### src/rtl/ifetch_unit.sv
// Instruction fetch front end: owns the fetch PC, issues in-order imem requests
// under a credit limit, queues returned words and presents one (pc, inst) per cycle.
module ifetch_unit #(
  parameter logic [31:0] RESET_PC  = 32'h0000_0000,
  parameter int          BUF_DEPTH = 2
) (
  input  logic        clk,
  input  logic        rst,
  output logic        imem_req_o,
  output logic [31:0] imem_addr_o,
  input  logic        imem_gnt_i,
  input  logic        imem_rvalid_i,
  input  logic [31:0] imem_rdata_i,
  input  logic        stall_i,
  input  logic        flush_i,
  input  logic [31:0] flush_pc_i,
  output logic [31:0] pc_o,
  output logic [31:0] inst_o,
  output logic        inst_valid_o
);

  localparam int PTR_W = $clog2(BUF_DEPTH);
  localparam int CNT_W = PTR_W + 1;

  typedef enum logic {S_BOOT, S_RUN} state_e;

  typedef struct packed {
    logic [31:0] pc;
    logic [31:0] inst;
  } entry_t;

  state_e             state_q, state_d;
  logic [31:0]        fetch_pc_q, fetch_pc_d;
  logic [31:0]        resp_pc_q, resp_pc_d;
  logic [CNT_W-1:0]   in_flight_q, in_flight_d;
  logic [CNT_W-1:0]   drop_cnt_q, drop_cnt_d;
  logic [PTR_W-1:0]   wr_ptr_q, wr_ptr_d;
  logic [PTR_W-1:0]   rd_ptr_q, rd_ptr_d;
  logic [CNT_W-1:0]   count_q, count_d;
  logic [31:0]        pc_q, pc_d;
  logic [31:0]        inst_q, inst_d;
  logic               valid_q, valid_d;
  entry_t             fifo_q [BUF_DEPTH];

  logic [CNT_W:0]     credit_sum;
  logic               req, grant, resp, drop, accept, pop, bypass, push;

  // Handshake qualifiers; a response with nothing outstanding is ignored.
  always_comb begin
    credit_sum = {1'b0, in_flight_q} + {1'b0, count_q};
    req        = (state_q == S_RUN) && (credit_sum < (CNT_W+1)'(BUF_DEPTH));
    grant      = req && imem_gnt_i;
    resp       = imem_rvalid_i && (in_flight_q != '0);
    drop       = resp && (drop_cnt_q != '0);
    accept     = resp && !drop && !flush_i;
    pop        = !flush_i && !stall_i && (count_q != '0);
    bypass     = !flush_i && !stall_i && (count_q == '0) && accept;
    push       = accept && !bypass;
  end

  // NOTE: every always_comb output gets a default first so no path infers a latch.
  always_comb begin
    state_d     = S_RUN;
    fetch_pc_d  = fetch_pc_q;
    resp_pc_d   = resp_pc_q;
    in_flight_d = in_flight_q + CNT_W'(grant) - CNT_W'(resp);
    drop_cnt_d  = drop_cnt_q;
    wr_ptr_d    = wr_ptr_q;
    rd_ptr_d    = rd_ptr_q;
    count_d     = count_q;
    pc_d        = pc_q;
    inst_d      = inst_q;
    valid_d     = valid_q;

    if (flush_i) begin
      // Everything still outstanding after this edge belongs to the old path.
      drop_cnt_d = in_flight_d;
      fetch_pc_d = flush_pc_i;
      resp_pc_d  = flush_pc_i;
      wr_ptr_d   = '0;
      rd_ptr_d   = '0;
      count_d    = '0;
      inst_d     = 32'h0;
      valid_d    = 1'b0;
    end else begin
      if (grant)  fetch_pc_d = fetch_pc_q + 32'd4;
      if (drop)   drop_cnt_d = drop_cnt_q - CNT_W'(1);
      if (accept) resp_pc_d  = resp_pc_q + 32'd4;
      if (push)   wr_ptr_d   = wr_ptr_q + PTR_W'(1);
      if (pop)    rd_ptr_d   = rd_ptr_q + PTR_W'(1);
      count_d = count_q + CNT_W'(push) - CNT_W'(pop);

      if (!stall_i) begin
        if (pop) begin
          pc_d    = fifo_q[rd_ptr_q].pc;
          inst_d  = fifo_q[rd_ptr_q].inst;
          valid_d = 1'b1;
        end else if (bypass) begin
          pc_d    = resp_pc_q;
          inst_d  = imem_rdata_i;
          valid_d = 1'b1;
        end else begin
          inst_d  = 32'h0;
          valid_d = 1'b0;
        end
      end
    end
  end

  // NOTE: sequential state uses non-blocking assignments so all flops update together.
  always_ff @(posedge clk or negedge rst) begin
    if (!rst) begin
      state_q     <= S_BOOT;
      fetch_pc_q  <= RESET_PC;
      resp_pc_q   <= RESET_PC;
      in_flight_q <= '0;
      drop_cnt_q  <= '0;
      wr_ptr_q    <= '0;
      rd_ptr_q    <= '0;
      count_q     <= '0;
      pc_q        <= 32'h0;
      inst_q      <= 32'h0;
      valid_q     <= 1'b0;
    end else begin
      state_q     <= state_d;
      fetch_pc_q  <= fetch_pc_d;
      resp_pc_q   <= resp_pc_d;
      in_flight_q <= in_flight_d;
      drop_cnt_q  <= drop_cnt_d;
      wr_ptr_q    <= wr_ptr_d;
      rd_ptr_q    <= rd_ptr_d;
      count_q     <= count_d;
      pc_q        <= pc_d;
      inst_q      <= inst_d;
      valid_q     <= valid_d;
    end
  end

  // NOTE: queue storage is not reset; count/pointers alone define which entries are live.
  always_ff @(posedge clk) begin
    if (push) fifo_q[wr_ptr_q] <= '{pc: resp_pc_q, inst: imem_rdata_i};
  end

  assign imem_req_o   = req;
  assign imem_addr_o  = fetch_pc_q;
  assign pc_o         = pc_q;
  assign inst_o       = inst_q;
  assign inst_valid_o = valid_q;

endmodule

### config.mk
export PLATFORM = sky130hd
export DESIGN_NAME = ifetch_unit
export DESIGN_NICKNAME = d
export VERILOG_FILES = /design/src/rtl/ifetch_unit.sv
export SDC_FILE = /design/constraint.sdc
export NUM_CORES = 1
export LEC_CHECK = 0
export BUFFER_PORTS_ARGS = -buffer_cell sky130_fd_sc_hd__buf_4
export CAP_MARGIN = 10
export CELL_PAD_IN_SITES_DETAIL_PLACEMENT = 1
export CELL_PAD_IN_SITES_GLOBAL_PLACEMENT = 1
export CORE_ASPECT_RATIO = 0.7
export CORE_UTILIZATION = 42
export DETAILED_ROUTE_END_ITERATION = 10
export MAX_ROUTING_LAYER = met4
export PLACE_DENSITY = 0.87
export SLEW_MARGIN = 20
export SYNTH_ARGS = -nofsm -noshare
export SYNTH_HDL_FRONTEND = slang
export SYNTH_SLANG_ARGS = --single-unit
### constraint.sdc
create_clock -name clk -period 4.35 [get_ports clk]
set_input_delay 0.87 -clock clk [delete_from_list [all_inputs] [get_ports clk]]
set_output_delay 0.87 -clock clk [all_outputs]
set_load 0.05 [all_outputs]
After elaboration in Yosys (flattened, before gate mapping) --
Memories as Yosys holds them, arrays and structs flattened. Cells that the tools add are included.
Word-level totals: bits in writable memories 128, bits in registers 138, memories kept 1, latch bits 0, memory bits (read-only) 0, logic and storage cells 75, output and inout bits 98, bits of input ports 70
Memories:
- fifo_q | depth 2, width 64, read ports 1, clocked after Yosys merged registers in 0, write ports 1, RTL line 43 | entry_t fifo_q [BUF_DEPTH];
Cells by class: bitwise gates (word level) 2, shift-type cells 0, order comparisons 1, equality and inequality tests 1, reductions and logical operators 26, mux-type cells 23, multiply operators 0, add/subtract/negate cells 10, div/mod/pow operators 0
Operator list (number):
- two-way mux 32 bit | 10
- adder 32 x 3 -> 32 bit, second input constant | 2
- nonzero test 2 bit | 9
- logical AND 1 bit | 11
- two-way mux 1 bit | 10
- two-way mux 2 bit | 3
- adder 2 x 1 -> 2 bit | 2
- zero test 1 bit | 4
- subtractor 2 x 1 -> 2 bit | 2
- adder 2 x 2 -> 3 bit | 1
- < comparator 3 x 2 -> 1 bit, second input constant | 1
- AND reduction 3 bit | 1
- adder 1 bit, second input constant | 2
- zero test 2 bit | 1
- != test 2 x 1 -> 1 bit, second input constant | 1
- NOT 1 bit | 2
- subtractor 2 x 1 -> 2 bit, second input constant | 1

Longest topological paths before layout --
Gate-level depths: netlist of the first run.
depth after elaboration 12, gate-level depth with buffers 12, depth with buffers taken out 10

Worst setup path after synthesis of the first run --
OpenSTA, ideal clock, no wires.
path kind input -> register, start point in imem_rvalid_i, end point mem fifo_q[0][0] in the netlist's numbering (enable), path slack -0.442 ns, arrival time 4.305 ns, data required time 3.864 ns, path buffers 2, cell stages on the path 5, library setup time 0.486 ns, cell sequence o211ai_1 -> buf_2 -> or3_1 -> clkbuf_1 -> nor2_1
On the way: longest elaborated chain between the ends 10
RTL lines:
- start: declaration | RTL line 12 | input logic imem_rvalid_i,
- logical AND 1 bit (*) | RTL line 53 | resp = imem_rvalid_i && (in_flight_q != '0);
- logical AND 1 bit | RTL line 54 | drop = resp && (drop_cnt_q != '0);
- zero test 1 bit | RTL line 55 | accept = resp && !drop && !flush_i;
- logical AND 1 bit (*) (2 in a row) | RTL line 55
- logical AND 1 bit | RTL line 57 | bypass = !flush_i && !stall_i && (count_q == '0) && accept;
- zero test 1 bit | RTL line 58 | push = accept && !bypass;
- logical AND 1 bit (*) | RTL line 58
- two-way mux 1 bit (*) | RTL line 141 | if (push) fifo_q[wr_ptr_q] <= '{pc: resp_pc_q, inst: imem_rdata_i};
- two-way mux 1 bit (implied by the code) (*) | RTL line 141
- end: declaration | RTL line 43
Every way passes the cells marked *; elsewhere a longest branch is shown, timed or not.

Worst setup path after layout of the first run --
start point reg count_q[0], end point out imem_req_o
On the way: longest elaborated chain between the ends 3
RTL lines:
- start: declaration | RTL line 39 | logic [CNT_W-1:0] count_q, count_d;
- start signal: assignment | RTL line 132 | count_q <= count_d;
- adder 2 x 2 -> 3 bit | RTL line 50 | credit_sum = {1'b0, in_flight_q} + {1'b0, count_q};
- < comparator 3 x 2 -> 1 bit | RTL line 51 | req = (state_q == S_RUN) && (credit_sum < (CNT_W+1)'(BUF_DEPTH));
- logical AND 1 bit | RTL line 51
- end: declaration | RTL line 9 | output logic imem_req_o,
Every way passes these cells.

==> results of run 1 <==
## Yosys cell counts, drive strengths merged (2+ instances only)
master,number,area [sq um]
a211o,4,35.03
a211oi,46,345.3
a21oi,8,40.04
a221o,32,320.3
a311oi,2,17.52
a31oi,17,106.4
and2,6,37.54
and3,11,68.82
and4,22,192.7
buf,14,76.32
clkbuf,48,180.2
clkinv,2,7.510
dfrtp,138,3453
edfxtp,128,3844
ha,7,87.58
inv,19,71.31
mux2,19,214.0
mux2i,36,360.4
nand2,54,202.7
nand2b,3,18.77
nand3,18,90.09
nand4,21,137.6
nor2,92,345.3
nor2b,39,244.0
nor3,19,95.09
nor3b,2,15.01
nor4,11,98.84
o211ai,2,15.01
o21ai,14,70.06
o31ai,46,345.3
or2,4,25.02
or3,4,30.03
or4,16,120.1
xnor2,14,122.6
xor2,9,78.83
## critical path, stage by stage, from the launching register on
cell     delay (ns)
dfrtp_1        0.44
and2_1         0.18
fa_1           0.45
or3b_1         0.46
inv_1          0.09
buf_4          0.19
## layout make-up
cell class	instances	area share, %
flip-flops and latches	266	51.71
multi-input cells	594	28.91
repair buffers	180	9.776
clock buffers	47	5.601
well taps	364	3.226
inverters	21	0.5584
clock inverters	1	0.2127
## where the power goes
part	switching, mW	total, mW	internal (mW)
sequential	0.305	3.26	2.95
clock	0.928	2.21	1.28
combinational	1.31	1.93	0.616
total	2.54	7.39	4.85
## metal layers
metal	share of wire, %	vias to the layer above	wire [um]	GRT usage, %
met1	46	4322	14420	30.89
met4	1.5	0	489	4.625
met3	4.4	39	1408	4.042
met2	49	191	15380	37.97
met5	0	-	0	-
li1	-	3876	-	-
## through the flow
stage / area, sq um / hold slack [ns]
6_report: 14120 / 0.3876
5_1_grt: 14120 / 0.4463
4_1_cts: 14100 / 0.4170
3_5_place_dp: 13280 / 0.4753
3_3_place_gp: 13280 / 0.4627
2_1_floorplan: 11670 / 0.4433
## registers in the layout (all words and copies together), names as in the netlist
signal        cells
fifo_q          128
state_q           1
count_q           2
inst_o           32
resp_pc_q        32
wr_ptr_q          1
rd_ptr_q          1
imem_addr_o      32
pc_o             32
drop_cnt_q        2
inst_valid_o      1
in_flight_q       2
## cells by family (layout without fill, tap and decap cells)
group / count (synthesis) / after routing / synth area share (%)
and+or+nand+nor: 328 / 328 / 15.26
muxes: 55 / 55 / 4.921
xor gates and xnor gates: 23 / 23 / 1.726
DFF: 266 / 266 / 62.52
other: 1 / 1 / 0.03213
adders and majority gates: 8 / 8 / 0.9219
buffers and inverters: 83 / 249 / 2.873
AOI/OAI and AO/OA: 179 / 179 / 11.75
## cells in the final DEF (no fill, tap or decap), types with 32 or more instances in the layout
cell	netlist	layout
a221o_1	32	32
nand2_1	54	54
nor2b_1	39	38
o31ai_1	46	46
buf_4	3	177
dfrtp_1	138	137
edfxtp_1	128	128
nor2_1	92	90
mux2i_1	36	36
a211oi_1	46	46
## how the worst min path moves through the flow
stage / startpoint / to / depth (start not counted)
after floorplan: resp_pc_q[9] / fifo_q[0][41] / 0
after global placement: pc_o[7] / pc_o[7] / 2
after detailed placement: pc_o[12] / pc_o[12] / 2
after CTS: rst / imem_addr_o[30] / 1
after global routing: rst / imem_addr_o[22] / 1
final: rst / imem_addr_o[22] / 1
==> run metrics, run 1 <==
vias in the first global route=9052; largest net degree at the start of global routing=78; Crit. End Element=output port; # rows=50; Post-synth EDFFs=128; final net count=1168; first-pass detailed-route iteration total=4; vias per inst=5.722; setup bufs post-CTS=0; clock transition at the registers of the reported paths=0.06 ns; Finished Core Util=52.24%; worst-case clock buffer depth=3; final worst slack=1.145 ns; Syn Nets=1021; IO Port Bufs=167; initial drt markers=464; fin cells=1473; Worst Path Arrival=2.33 ns; cells on worst reg2reg path=7; register area=7301 sq um; area of the multi-input gates=4081 sq um; Fin. Hold Viols=0; CTS tree=yes; max cap viols=0; Slew Limit Fails=0; hold buffer count at cts=0; top_reg_cell synth=dfrtp_1; # H-tree levels=1; LEAKAGE=5.545 nW; Initial Utilization=43.19%; Final min period=3.205 ns; sequential area share after synthesis=62.52%; synth unique cells=59; asr flop ratio synth=51.88%; Least-Margin Pin Slew=1.015 ns; placed insts=1425; first-pass GRT wire length=50970 um; Hold WC Path Type=in -> async; Final Setup Violations=0; Critical Path Fanout Max=5; WL/cell=21.52 um; Worst VDD drop=0.3017 mV; FF-to-FF End=imem_addr_o[29]; CP startpoint=count_q[0]; Routed Wire Length=31700 um; Layout area overhead=20.96%; die area=28470 sq um; CP required=3.48 ns; Max-slew headroom=31.81%; Power Total=7.392 mW; Ys Warns=0; RSZ-0062 raised after global routing=false; die height=141.5 um; Clock Sinks=266; I/O pin count=168; Ant. Diodes=0; total grt overflow=0; cts bufs inserted=27; WS Path Type=reg -> out; Syn Inst Count=943; CP startpoint kind=register; Tcrit/Tclk final=73.67%; Yosys reg bits=266; Clock Latency Late Sink=0.53 ns; Root Driver=clkbuf_16; skew final=0.01738 ns; detailed placement HPWL=20890 um; dpl ws=1.309 ns; mapped cell area=11670 sq um; Die W=201.2 um; FILL cells=2824; Fmax=0.3120 GHz; fraction of final layout cells sized beyond drive strength 1=22.45%; Setup TNS=0 ns; DR DRC count=0; reg2reg start=count_q[0]; r2r setup slk=1.21 ns; cts repair resizes=0; antenna violations before repair=0; Total Routing Usage GR=23.30%; total core area=27030 sq um; status=completed; Setup crit end=imem_req_o; Routed Antenna Nets=0; Power per Cell Area=523.6 nW/um^2; post-synthesis average cell area=12.38 sq um; DR vias=8428; gpl congestion=0.8253
Note: power is estimated with default switching activity, not from simulation.
==> run 2: changes to the inputs <==
Settings changed: CORE_UTILIZATION 42 to 46, PLACE_DENSITY 0.87 to 0.9.
Clock period 4.35 ns to 3.2 ns, I/O delays scaled along.
==> run 2 against run 1 <==
  * The run now ends with design-rule violations left
  * Die area shrank 8.6%
  * Total power grew 41%
  * Global-route usage grew 2.1 points
  * Cell area grew 1.0%
  * Routed wire length grew 1.1%
  * Hold slack lost 0.26 ns
  * Highest routed layer unchanged
==> run metrics, run 2 (same netlist as run 1, synthesis figures left out) <==
DR vias=8571 (was 8428); Worst VDD drop=0.4618 mV (was 0.3017 mV); Max-slew headroom=29.55% (was 31.81%); vias per inst=5.936 (was 5.722); Clock Latency Late Sink=0.54 ns (was 0.53 ns); setup bufs post-CTS=0 (unchanged); worst-case clock buffer depth=3 (unchanged); Fmax=0.3259 GHz; CTS tree=yes (unchanged); Layout area overhead=22.21% (was 20.96%); total core area=24800 sq um (was 27030 sq um); met2 Track Usage GR=39.59% (was 37.97%); Final Setup Violations=0 (unchanged); Critical Path Fanout Max=5 (unchanged); largest net degree at the start of global routing=73 (was 78); placed insts=1393 (was 1425); detailed placement HPWL=20320 um (was 20890 um); # H-tree levels=1 (unchanged); Fin. Hold Viols=0 (unchanged); first-pass GRT wire length=50090 um (was 50970 um); Least-Margin Pin Slew=1.049 ns (was 1.015 ns); cts repair resizes=0 (unchanged); WL/cell=22.20 um (was 21.52 um); Clock Sinks=266 (unchanged); fraction of final layout cells sized beyond drive strength 1=23.79% (was 22.45%); reg2reg start=count_q[0] (unchanged); r2r setup slk=0.56 ns (was 1.21 ns); most frequent cells in the layout=buf_4, dfrtp_1, edfxtp_1 (unchanged); Root Driver=clkbuf_16 (unchanged); die area=26020 sq um (was 28470 sq um); most common cell after layout, fill and taps aside=buf_4 (unchanged); Die W=192.4 um (was 201.2 um); LEAKAGE=5.654 nW (was 5.545 nW); final net count=1175 (was 1168); max cap viols=0 (unchanged); status=finished with violations (was completed); DR DRC count=16 (was 0); Total Routing Usage GR=25.41% (was 23.30%); die height=135.3 um (was 141.5 um); FF-to-FF End=imem_addr_o[20] (was imem_addr_o[29]); # rows=48 (was 50); Top reg by flops=fifo_q (unchanged); Worst Path Arrival=2.43 ns (was 2.33 ns); antenna violations before repair=1 (was 0); skew final=0.01812 ns (was 0.01738 ns); I/O pin count=168 (unchanged); gpl congestion=0.8266 (was 0.8253); Initial Utilization=47.05% (was 43.19%); GRT met1 Usage=34.43% (was 30.89%); Power per Cell Area=730.6 nW/um^2 (was 523.6 nW/um^2); clock transition at the registers of the reported paths=0.06 ns (about the same); Setup TNS=0 ns (unchanged); vias in the first global route=9082 (was 9052); WS Path Type=reg -> out (unchanged); Finished Core Util=57.51% (was 52.24%); Crit. End Element=output port (unchanged); failing checks=design-rule violations; cts bufs inserted=27 (unchanged); Slew Limit Fails=0 (unchanged); Hold WC Path Type=in -> async (unchanged); Largest register FFs=128 (unchanged); Placed Area=13330 sq um (was 13280 sq um); fin cells=1444 (was 1473); Hold WS=0.1291 ns (was 0.3876 ns); CP startpoint kind=register (unchanged); Routed Antenna Nets=0 (unchanged); Final min period=3.069 ns; total grt overflow=0 (unchanged); Tcrit/Tclk final=95.90%; IO Port Bufs=167 (unchanged); cell area after layout=14260 sq um (was 14120 sq um); RSZ-0062 raised after global routing=false (unchanged); CP required=2.56 ns (was 3.48 ns); Routed Wire Length=32060 um (was 31700 um); first-pass detailed-route iteration total=8 (was 4); initial drt markers=567 (was 464); met3 Use GR=4.584% (was 4.042%); cells on worst reg2reg path=6 (was 7); busiest grt layer=met2 (unchanged); hold buffer count at cts=0 (unchanged)
-- run 2: metrics by stage --
stage          power (mW)  setup WS, ns
2_1_floorplan       6.132       -0.3009
3_3_place_gp        7.026        0.6516
3_5_place_dp        7.132        0.5977
4_1_cts             10.49        0.1101
5_1_grt             10.85      0.009699
6_report            10.42        0.1311
-- run 2: where the power goes --
| group | switching (mW) | internal, mW | total [mW] |
|---|---|---|---|
| logic | 1.78 | 0.855 | 2.64 |
| registers | 0.430 | 4.01 | 4.44 |
| clock network | 1.34 | 2.00 | 3.34 |
-- run 2: layout make-up --
class | instances | area [sq um]
Multi-Input combinational cell | 594 | 4074
Clock buffer | 33 | 718.2
Timing Repair Buffer | 187 | 1470
Antenna cell | 1 | 2.502
Clock inverter | 17 | 212.7
Inverter | 21 | 78.83
Fill cell | 2528 | 10540
Sequential cell | 266 | 7301
Tap cell | 325 | 406.6
-- run 2: critical path, cell delays in order, from the launching register on --
cell,delay [ns]
dfrtp_1,0.45
and2_1,0.18
fa_1,0.45
or3b_1,0.48
inv_1,0.14
buf_4,0.21
-- run 2: worst max-delay path by stage --
stage,startpoint,end,slack (ns),depth (start not counted)
after floorplan,imem_rvalid_i,fifo_q[0][0],-0.30,5
after global placement,count_q[0],drop_cnt_q[1],0.65,10
after detailed placement,count_q[0],imem_addr_o[20],0.60,6
after CTS,count_q[0],imem_req_o,0.11,5
after global routing,count_q[0],imem_req_o,0.01,5
final,count_q[0],imem_req_o,0.13,5
-- run 2: metal layers --
layer	vias up	wire length [um]
met1	4417	14380
met2	235	15430
met5	-	0
li1	3885	-
met4	0	524
met3	34	1722
==> run 3: changes to the inputs <==
Settings changed: ABC_AREA from default to 1, CORE_UTILIZATION 46 to 44.
==> run 3 against run 2 <==
  * Combinational power rose by 28%
  * Critical path type is now reg -> reg
  * Routed wire length rose by 17%
  * Die area rose by 9.9%
  * Register-to-register slack got worse by 0.02 ns
  * Largest cell class unchanged
  * Final cell count rose by 28%
  * Hold slack improved by 0.027 ns
  * Non-clock buffer count rose by 3
  * The run now ends clean
  * Critical endpoint is now drop_cnt_q[1]
  * Count of clock-buffer cells in the layout rose by 6
  * Total power rose by 8.8%
  * Core utilization fell by 2.9 points
==> run metrics, run 3 <==
max cap viols=0 (unchanged); Comb power frac=29.9% (was 25.3%); fraction of final layout cells sized beyond drive strength 1=18.17% (was 23.79%); DR vias=10125 (was 8571); Least-Margin Pin Slew=0.9002 ns (was 1.049 ns); Ant. Diodes=0 (was 1); Crit. End Element=register (was output port); final net count=1542 (was 1175); vias per inst=5.473 (was 5.936); Critical Path Fanout Max=6 (was 5); die height=141.8 um (was 135.3 um); top-count cell post-synth=nand2_1 (was dfrtp_1); Worst VDD drop=0.4811 mV (was 0.4618 mV); LEAKAGE=6.415 nW (was 5.654 nW); Top reg by flops=fifo_q (unchanged); WS Path Type=reg -> reg (was reg -> out); Hold WC Path Type=in -> async (unchanged); Finished Core Util=54.63% (was 57.51%); cts repair resizes=0 (unchanged); top_reg_cell synth=dfrtp_1 (unchanged); RSZ-0062 raised after global routing=false (unchanged); dpl ws=0.3803 ns (was 0.5977 ns); Largest register FFs=128 (unchanged); FILL cells=3078 (was 2528); Syn Inst Count=1299 (was 943); Worst Path Arrival=3.06 ns (was 2.43 ns); Final Setup Violations=0 (unchanged); Clock Sinks=266 (unchanged); largest cells by area after synthesis=edfxtp_1, dfrtp_1, nand2_1 (was edfxtp_1, dfrtp_1, mux2i_1); CP Buf/Inv Count=2 (unchanged); crit path cell chain=nand2_1, inv_1, fa_1, nor3b_2, nand2_2, ha_1, inv_1, ha_1, xnor2_1, xnor2_1, nand2_1, o311ai_0 (was and2_1, fa_1, or3b_1, inv_1, buf_4); Routed Antenna Nets=0 (unchanged); status=completed (was finished with violations); synth unique cells=42 (was 59); Synth top area share=31.28% (was 32.93%); first-pass detailed-route iteration total=7 (was 8); hold buffer count at cts=0 (unchanged); cts bufs inserted=28 (was 27); Clock Latency Late Sink=0.54 ns (about the same); Fin. Hold Viols=0 (unchanged); Placed Area=13910 sq um (was 13330 sq um); vias in the first global route=10701 (was 9082); DR DRC count=0 (was 16); placed insts=1798 (was 1393); worst-case clock buffer depth=3 (unchanged); Ys Warns=0 (unchanged); Layout area overhead=20.42% (was 22.21%); Setup TNS=0 ns (unchanged); gpl congestion=0.9104 (was 0.8266); antenna violations before repair=0 (was 1); crit-path max cell delay=0.45 ns (was 0.48 ns); WL/cell=20.34 um (was 22.20 um); reg2reg start=count_q[0] (unchanged); Routed Wire Length=37630 um (was 32060 um); P_sw=4.361 mW (was 3.553 mW); die area=28610 sq um (was 26020 sq um); Tcrit/Tclk final=83.17% (was 95.90%); detailed placement HPWL=25930 um (was 20320 um); setup bufs post-CTS=0 (unchanged); sequential area share after synthesis=59.38% (was 62.52%); CP startpoint kind=register (unchanged); largest net degree at the start of global routing=80 (was 73); Net Sw Frac=38.47% (was 34.09%); I/O pin count=168 (unchanged); clock transition at the registers of the reported paths=0.06 ns (about the same); Yosys top cell by area=edfxtp_1 (unchanged); most frequent cells in the layout=nand2_1, buf_4, inv_1 (was buf_4, dfrtp_1, edfxtp_1); r2r setup slk=0.54 ns (was 0.56 ns); initial drt markers=735 (was 567); CP startpoint=count_q[0] (unchanged); Max-slew headroom=39.99% (was 29.55%); # rows=50 (was 48); Total Routing Usage GR=27.57% (was 25.41%); final worst slack=0.5384 ns (was 0.1311 ns); fin cells=1850 (was 1444); Int Pwr=6.975 mW (was 6.868 mW); skew final=0.01179 ns (was 0.01812 ns); cell area after layout=14800 sq um (was 14260 sq um); total core area=27090 sq um (was 24800 sq um); asr flop ratio synth=51.88% (unchanged); mapped cell area=12290 sq um (was 11670 sq um); Final min period=2.662 ns (was 3.069 ns); Clk pwr share=27.8% (was 32.0%); area of the multi-input gates=4135 sq um (was 4074 sq um); Yosys reg bits=266 (unchanged); synth cell count leaders=nand2_1, inv_1, dfrtp_1 (was dfrtp_1, edfxtp_1, nor2_1); Initial Utilization=45.37% (was 47.05%); IO Port Bufs=167 (unchanged); first-pass GRT wire length=59520 um (was 50090 um); FF-to-FF End=drop_cnt_q[1] (was imem_addr_o[20]); Crit-path slowest cell=fa_1 (was or3b_1); CTS tree=yes (unchanged); part of the power in registers=42.3% (was 42.6%); Root Driver=clkbuf_16 (unchanged); Power per Cell Area=765.9 nW/um^2 (was 730.6 nW/um^2); most common cell after layout, fill and taps aside=nand2_1 (was buf_4); cells on worst reg2reg path=12 (was 6); Die W=201.8 um (was 192.4 um); total grt overflow=0 (unchanged); Post-synth EDFFs=128 (unchanged); Fmax=0.3757 GHz (was 0.3259 GHz); CP required=3.60 ns (was 2.56 ns); # H-tree levels=1 (unchanged); post-synthesis average cell area=9.461 sq um (was 12.38 sq um); Syn Nets=1377 (was 1021); Slew Limit Fails=0 (unchanged); CP top delay family=adder cells (was simple AND/OR/NAND/NOR gates); register area=7301 sq um (unchanged)
==> run 3: final cells by class <==
type,instances,share of cell area (%)
repair buffers,190,9.663
inverters,157,3.999
clock inverters,13,0.6933
well taps,364,3.077
flip-flops and latches,266,49.33
clock buffers,39,5.293
multi-input cells,821,27.94
==> run 3: metrics by stage <==
step | hold slack [ns] | total power, mW
global route | 0.2061 | 11.82
finish | 0.1558 | 11.34
CTS | 0.1797 | 11.40
detailed placement | 0.4692 | 8.232
global placement | 0.4621 | 8.065
floorplan | 0.3444 | 6.939
==> run 3: kinds of logic (layout without fill, tap and decap cells) <==
logic type	Yosys count	in the layout	share of synthesized area [%]
AOI/OAI and AO/OA	175	175	9.408
xor gates and xnor gates	21	21	1.497
adders and majority gates	8	8	0.8756
buffers and inverters	212	399	7.096
DFF	266	266	59.38
muxes	7	7	0.5702
other	1	1	0.03051
and+or+nand+nor	609	609	21.15
==> run 3: how the worst max path moves through the flow <==
stage                                to  slack (ns)  depth (start not counted)
after global placement    fifo_q[1][26]        0.50                          9
after global routing      drop_cnt_q[1]        0.26                         12
after detailed placement  fifo_q[0][30]        0.38                          9
after CTS                    imem_req_o        0.50                          5
after floorplan            fifo_q[0][0]       -0.18                          7
final                     drop_cnt_q[1]        0.54                         12
==> run 3: power by group through the flow <==
stage | Sequential (mW) | Clock (mW) | Combinational [mW]
final | 4.79 | 3.15 | 3.39
after global routing | 4.86 | 3.32 | 3.65
after CTS | 4.79 | 3.20 | 3.42
after detailed placement | 4.84 | 0 | 3.39
after global placement | 4.79 | 0 | 3.27
after floorplan | 5.73 | 0 | 1.21
==> run 3: metal layers <==
| metal | up-vias | track usage [%] | share of wire [%] |
|---|---|---|---|
| li1 | 4672 | - | - |
| met1 | 5101 | 37.56 | 45 |
| met2 | 299 | 43.56 | 47 |
| met3 | 53 | 4.272 | 5.6 |
| met4 | 0 | 6.499 | 1.7 |
| met5 | - | - | 0 |
